[src/rtl/nand_logic_pkg.sv]
// Shared opcode and state definitions for the NAND logic unit scheduler.
// Pure declarations; no timing or flow control of its own.
package nand_logic_pkg;

    typedef logic [2:0] opcode_t;

    localparam opcode_t OP_NOTA = 3'd0;
    localparam opcode_t OP_NOTB = 3'd1;
    localparam opcode_t OP_NAND = 3'd2;
    localparam opcode_t OP_AND  = 3'd3;
    localparam opcode_t OP_OR   = 3'd4;
    localparam opcode_t OP_NOR  = 3'd5;
    localparam opcode_t OP_XOR  = 3'd6;
    localparam opcode_t OP_XNOR = 3'd7;

    typedef enum logic {
        IDLE = 1'b0,
        RUN  = 1'b1
    } state_t;

endpackage

[src/rtl/nand_gate_bank_bit.sv]
// One-bit logic cell: all eight opcodes built from 2-input NANDs, selected by op.
// Combinational, zero latency; no flow control.
module nand_gate_bank_bit
    import nand_logic_pkg::*;
(
    input  logic       a,
    input  logic       b,
    input  logic [2:0] op,
    output logic       y
);

    logic w_n_ab, w_n_a, w_n_b, w_and, w_or, w_nor;
    logic w_x_a, w_x_b, w_xor, w_xnor;

    nand u_n_ab (w_n_ab, a, b);
    nand u_n_a  (w_n_a, a, a);
    nand u_n_b  (w_n_b, b, b);
    nand u_and  (w_and, w_n_ab, w_n_ab);
    nand u_or   (w_or, w_n_a, w_n_b);
    nand u_nor  (w_nor, w_or, w_or);
    // Classic four-NAND XOR sharing the a/b NAND term.
    nand u_x_a  (w_x_a, a, w_n_ab);
    nand u_x_b  (w_x_b, b, w_n_ab);
    nand u_xor  (w_xor, w_x_a, w_x_b);
    nand u_xnor (w_xnor, w_xor, w_xor);

    always_comb begin
        y = 1'b0;
        case (opcode_t'(op))
            OP_NOTA: y = w_n_a;
            OP_NOTB: y = w_n_b;
            OP_NAND: y = w_n_ab;
            OP_AND:  y = w_and;
            OP_OR:   y = w_or;
            OP_NOR:  y = w_nor;
            OP_XOR:  y = w_xor;
            OP_XNOR: y = w_xnor;
            default: y = 1'b0;
        endcase
    end

endmodule

[src/rtl/nand_logic_unit_scheduler.sv]
// Round-robin share of one bit-serial NAND cell among NREQ requesters; gnt 1 cycle after req, done WIDTH cycles after gnt.
// No queuing: requests seen while busy wait for the next IDLE edge; requesters hold req until gnt.
module nand_logic_unit_scheduler
    import nand_logic_pkg::*;
#(
    parameter  int NREQ  = 4,
    parameter  int WIDTH = 8,
    localparam int IDW   = $clog2(NREQ),
    localparam int CW    = $clog2(WIDTH) + 1
) (
    input  logic                  clk,
    input  logic                  rst_n,
    input  logic [NREQ-1:0]       req,
    input  logic [3*NREQ-1:0]     op_in,
    input  logic [WIDTH*NREQ-1:0] a_in,
    input  logic [WIDTH*NREQ-1:0] b_in,
    output logic [NREQ-1:0]       gnt,
    output logic                  busy,
    output logic                  done,
    output logic [IDW-1:0]        done_id,
    output logic [WIDTH-1:0]      result
);

    state_t           r_state, w_state_nxt;
    logic [IDW-1:0]   r_rr_ptr, r_id, r_done_id, w_win;
    logic [2:0]       r_op;
    logic [WIDTH-1:0] r_a, r_b, r_shift, r_result, w_shift_nxt;
    logic [WIDTH:0]   w_cat;
    logic [CW-1:0]    r_cnt;
    logic [NREQ-1:0]  r_gnt;
    logic             r_done, w_any, w_last, w_y;

    nand_gate_bank_bit u_bank (
        .a  (r_a[0]),
        .b  (r_b[0]),
        .op (r_op),
        .y  (w_y)
    );

    // Search starts just past the last winner so every requester gets a turn.
    always_comb begin
        w_win = '0;
        w_any = 1'b0;
        for (int i = 1; i <= NREQ; i++) begin
            if (!w_any && req[(int'(r_rr_ptr) + i) % NREQ]) begin
                w_any = 1'b1;
                w_win = IDW'((int'(r_rr_ptr) + i) % NREQ);
            end
        end
    end

    assign w_last      = (r_state == RUN) && (r_cnt == CW'(WIDTH - 1));
    assign w_cat       = {w_y, r_shift};
    assign w_shift_nxt = w_cat[WIDTH:1];

    always_comb begin
        w_state_nxt = r_state;
        case (r_state)
            IDLE:    if (w_any)  w_state_nxt = RUN;
            RUN:     if (w_last) w_state_nxt = IDLE;
            default: w_state_nxt = IDLE;
        endcase
    end

    always_ff @(posedge clk) begin
        if (!rst_n) r_state <= IDLE;
        else        r_state <= w_state_nxt;
    end

    always_ff @(posedge clk) begin
        if (!rst_n) begin
            r_rr_ptr  <= IDW'(NREQ - 1);
            r_id      <= '0;
            r_op      <= '0;
            r_a       <= '0;
            r_b       <= '0;
            r_shift   <= '0;
            r_cnt     <= '0;
            r_gnt     <= '0;
            r_done    <= 1'b0;
            r_done_id <= '0;
            r_result  <= '0;
        end else begin
            r_gnt  <= '0;
            r_done <= 1'b0;
            if (r_state == IDLE) begin
                if (w_any) begin
                    r_gnt[w_win] <= 1'b1;
                    r_rr_ptr     <= w_win;
                    r_id         <= w_win;
                    r_op         <= op_in[3*w_win +: 3];
                    r_a          <= a_in[WIDTH*w_win +: WIDTH];
                    r_b          <= b_in[WIDTH*w_win +: WIDTH];
                    r_cnt        <= '0;
                end
            end else begin
                // Operands shift right so the cell always sees the current bit at [0].
                r_a     <= r_a >> 1;
                r_b     <= r_b >> 1;
                r_shift <= w_shift_nxt;
                r_cnt   <= r_cnt + CW'(1);
                if (w_last) begin
                    r_result  <= w_shift_nxt;
                    r_done_id <= r_id;
                    r_done    <= 1'b1;
                end
            end
        end
    end

    assign gnt     = r_gnt;
    assign busy    = (r_state == RUN);
    assign done    = r_done;
    assign done_id = r_done_id;
    assign result  = r_result;

endmodule

[config.mk]
export PLATFORM = sky130hd
export DESIGN_NAME = nand_logic_unit_scheduler
export DESIGN_NICKNAME = d
export VERILOG_FILES = /design/src/rtl/nand_logic_pkg.sv /design/src/rtl/nand_gate_bank_bit.sv /design/src/rtl/nand_logic_unit_scheduler.sv
export SDC_FILE = /design/constraint.sdc
export NUM_CORES = 1
export LEC_CHECK = 0
export BUFFER_PORTS_ARGS = -buffer_cell sky130_fd_sc_hd__buf_2
export CORE_MARGIN = 2
export CORE_UTILIZATION = 50
export CTS_CLUSTER_SIZE = 28
export DETAILED_ROUTE_END_ITERATION = 10
export PLACE_DENSITY = 0.85
export SLEW_MARGIN = 20
export SYNTH_ARGS = -nofsm -noshare
export SYNTH_HDL_FRONTEND = slang
export SYNTH_SLANG_ARGS = --single-unit
[constraint.sdc]
create_clock -name clk -period 3.2 [get_ports clk]
set_clock_uncertainty 0.05 [all_clocks]
set_input_delay 0.64 -clock clk [delete_from_list [all_inputs] [get_ports clk]]
set_output_delay 0.64 -clock clk [all_outputs]
set_load 0.05 [all_outputs]
==> flow_summary_export.csv <==
group,metric,value,unit
run_status,run_status,"finished clean",
finish,layout-area-overhead-vs-synth,20.1,%
placed_design,io_buffers,97,
cts,tritoncts.num_buffers,5,
sta,final_hold_vios,0,
drt,dr.first_iter.drc_count,146,
setup_path,cp_cell_sequence,"buf_2",
grt,grt_antenna_before_repair,0,
drt,vias_per_cell,5.52,
pwr,total_power,1.49,mW
floorplan,core.rowCount,28,
setup_path,worstPathMaxFanout,51,
cts,cts_htree_levels,2,
floorplan,core_region_area,5850,µm²
floorplan,die_ht,81.3,µm
cts,clk_latency_worst_skew_pair,0.31,ns
drt,drt-wirelength-per-cell,14.5,µm
drt,postRouteAntennaNets,0,
synthesis,synth_sequential_area_ratio,33.5,%
sta,drv_slew,0,
synthesis,syn_area_per_cell,8.59,µm²
floorplan,x_dimension_of_the_die,81.3,µm
grt,grt.overflow.total,0,
placed_design,detailed_place.area,3470,µm²
floorplan,io_pins,98,
synthesis,async_reset_ff_share,0,%
setup_path,family_with_the_most_delay_on_the_worst_path,"flip-flops",
synthesis,synthesis.instances,348,
pwr,leakage,1.54,nW
sta,worstMarginPinSlew,0.980,ns
drt,route.final.wire_length,7320,µm
finish,final_util,61.3,%
sta,rsz_0062_raised_after_global_routing,"false",
synthesis,synth_seq_cells,50,
finish,antenna_cells,0,
floorplan,design.die.area,6610,µm²
setup_path,timing.critical_path.required,2.51,ns
sta,setup_tns,0,ns
cts,post_cts_buffers,0,
placed_design,dp.cells,498,
placed_design,place_ws,0.662,ns
synthesis,synth_top_area_cell,"sky130_fd_sc_hd__dfxtp_1",
cts,root_buffer,"sky130_fd_sc_hd__clkbuf_8",
run,maxCapViolations,0,
pwr,max-vdd-ir-drop,0.270,mV
synthesis,synth_cell_type_count,46,
pwr,pwr_density_cell,417,nW/µm²
synthesis,synth_ff_type,"sky130_fd_sc_hd__dfxtp_1",
hold_path,worst_hold_path_type,"flop to flop",
sta,final.setup.worst_slack,0.872,ns
synthesis,synth.most_common_cell,"sky130_fd_sc_hd__nand2_1",
finish,postLayoutCellArea,3590,µm²
setup_path,critical_path_arrival,1.64,ns
drt,first_pass_iters,4,
cts,cts_tree,"yes",
drt,post-route-drc-count,0,
grt,first_global_vias,2548,
sta,timing.final.setup_violations,0,
setup_path,critPathBufInv,1,
synthesis,yosys-top-cells-area,"sky130_fd_sc_hd__dfxtp_1, sky130_fd_sc_hd__mux2i_1, sky130_fd_sc_hd__nand2_1, sky130_fd_sc_hd__o21ai_0, sky130_fd_sc_hd__o31ai_1",
finish,non_filler_instance_count_after_layout,506,
placed_design,dp.final_hpwl,5350,µm
cts,clk_transition_reported_paths,0.10,ns
drt,vias,2795,
synthesis,synth.top_cells.by_count,"sky130_fd_sc_hd__nand2_1, sky130_fd_sc_hd__dfxtp_1, sky130_fd_sc_hd__mux2i_1, sky130_fd_sc_hd__o21ai_0",
finish,post_route_cells_drive_above_1_share,32.9,%
grt,grt.total_usage,22.5,%
grt,grt_max_degree,52,
synthesis,synth-edff-count,0,
setup_path,slowest_stage,"sky130_fd_sc_hd__dfxtp_2",
cts,ctsLongestPathBuffers,2,
grt,grt_pass1_wl,11600,µm
setup_path,critPathKind,"flop to primary output",
cts,clock_sinks,50,
sta,fin_crit_sh,72.7,%
floorplan,starting_density_of_the_core,51.1,%
setup_path,endpoint_kind,"primary output",
finish,finish.net_count,515,
sta,finalWorstPathRequiredPeriod,2.33,ns
sta,maxSlewHeadroom,34.2,%
placed_design,gp_routability_congestion,0.892,
setup_path,worst_path_largest_cell_delay,0.93,ns
synthesis,syn_nets,433,
synthesis,synth_area,2990,µm²
synthesis,fraction_of_post_synthesis_cell_area_in_the_top_cell_type_by_area,33.5,%
sta,hold_slack,0.420,ns
setup_path,nature_of_the_critical_path_startpoint,"flop",
sta,fmaxAchievable,0.430,GHz
cts,cts_resized,0,
cts,cts_hold_buf,0,
synthesis,synth-warning-count,0,
kinds of logic after synthesis:
group	count (synthesis)	share of synthesized area (%)
simple gates	127	21.6
compound gates	107	28.5
flops	50	33.5
buf+inv	32	5.53
mux	27	9.05
fa+ha+maj	3	1.26
xor+xnor	2	0.586
layer usage:
layer	vias to the layer above	wire [µm]	global-route usage [%]
met5	-	0	0
met4	0	63	4.41
met3	10	411	5.22
met2	81	3730	40.1
met1	1282	3110	27.5
li1	1422	-	-
layout by cell type, fill, tap and decap left out, drive strengths merged, types with 2 or more instances in the layout:
cell type	count
nor2b	10
clkbuf	5
and2	8
o31a	5
o21a	2
nor4	2
o21ai	26
nor2	10
mux2i	27
dfxtp	50
o211ai	17
a21bo	14
nand3	2
a21boi	12
ha	3
nand2b	3
nand2	68
o31ai	16
nand4	15
a211oi	10
or2	3
buf	103
inv	5
report_power, final:
part | total [mW] | leakage [nW] | switching [mW] | internal, mW
Combinational | 0.329 | 1.08 | 0.176 | 0.153
Sequential | 0.700 | 0.409 | 0.0382 | 0.661
Clock | 0.466 | 0.0563 | 0.228 | 0.238
Total | 1.49 | 1.54 | 0.442 | 1.05
registers in the layout, indices dropped and copies added (netlist names), 2 cells and up:
name / flops
r_cnt: 4
r_op: 3
r_rr_ptr: 2
r_shift: 7
gnt: 4
result: 8
r_id: 2
r_b: 8
r_a: 8
done_id: 2
cell type report:
| type | instances | area [µm²] |
|---|---|---|
| clock buffer | 5 | 68.8 |
| sequential | 50 | 1000 |
| fill | 500 | 2260 |
| inverter | 4 | 15.0 |
| clock inverter | 3 | 48.8 |
| tap | 75 | 93.8 |
| timing repair buffer | 103 | 531 |
| multi-input combinational | 266 | 1830 |
final timing paths:
path	cells after the start	startpoint	endpoint	slack (ns)
hold / removal	2	result[5]	result[5]	0.42
setup / recovery	1	busy	busy	0.87
setup reg to reg	6	r_rr_ptr[0]	r_a[2]	1.06
hold reg to reg	2	result[5]	result[5]	0.42
Note: power is estimated with default switching activity, not from simulation.
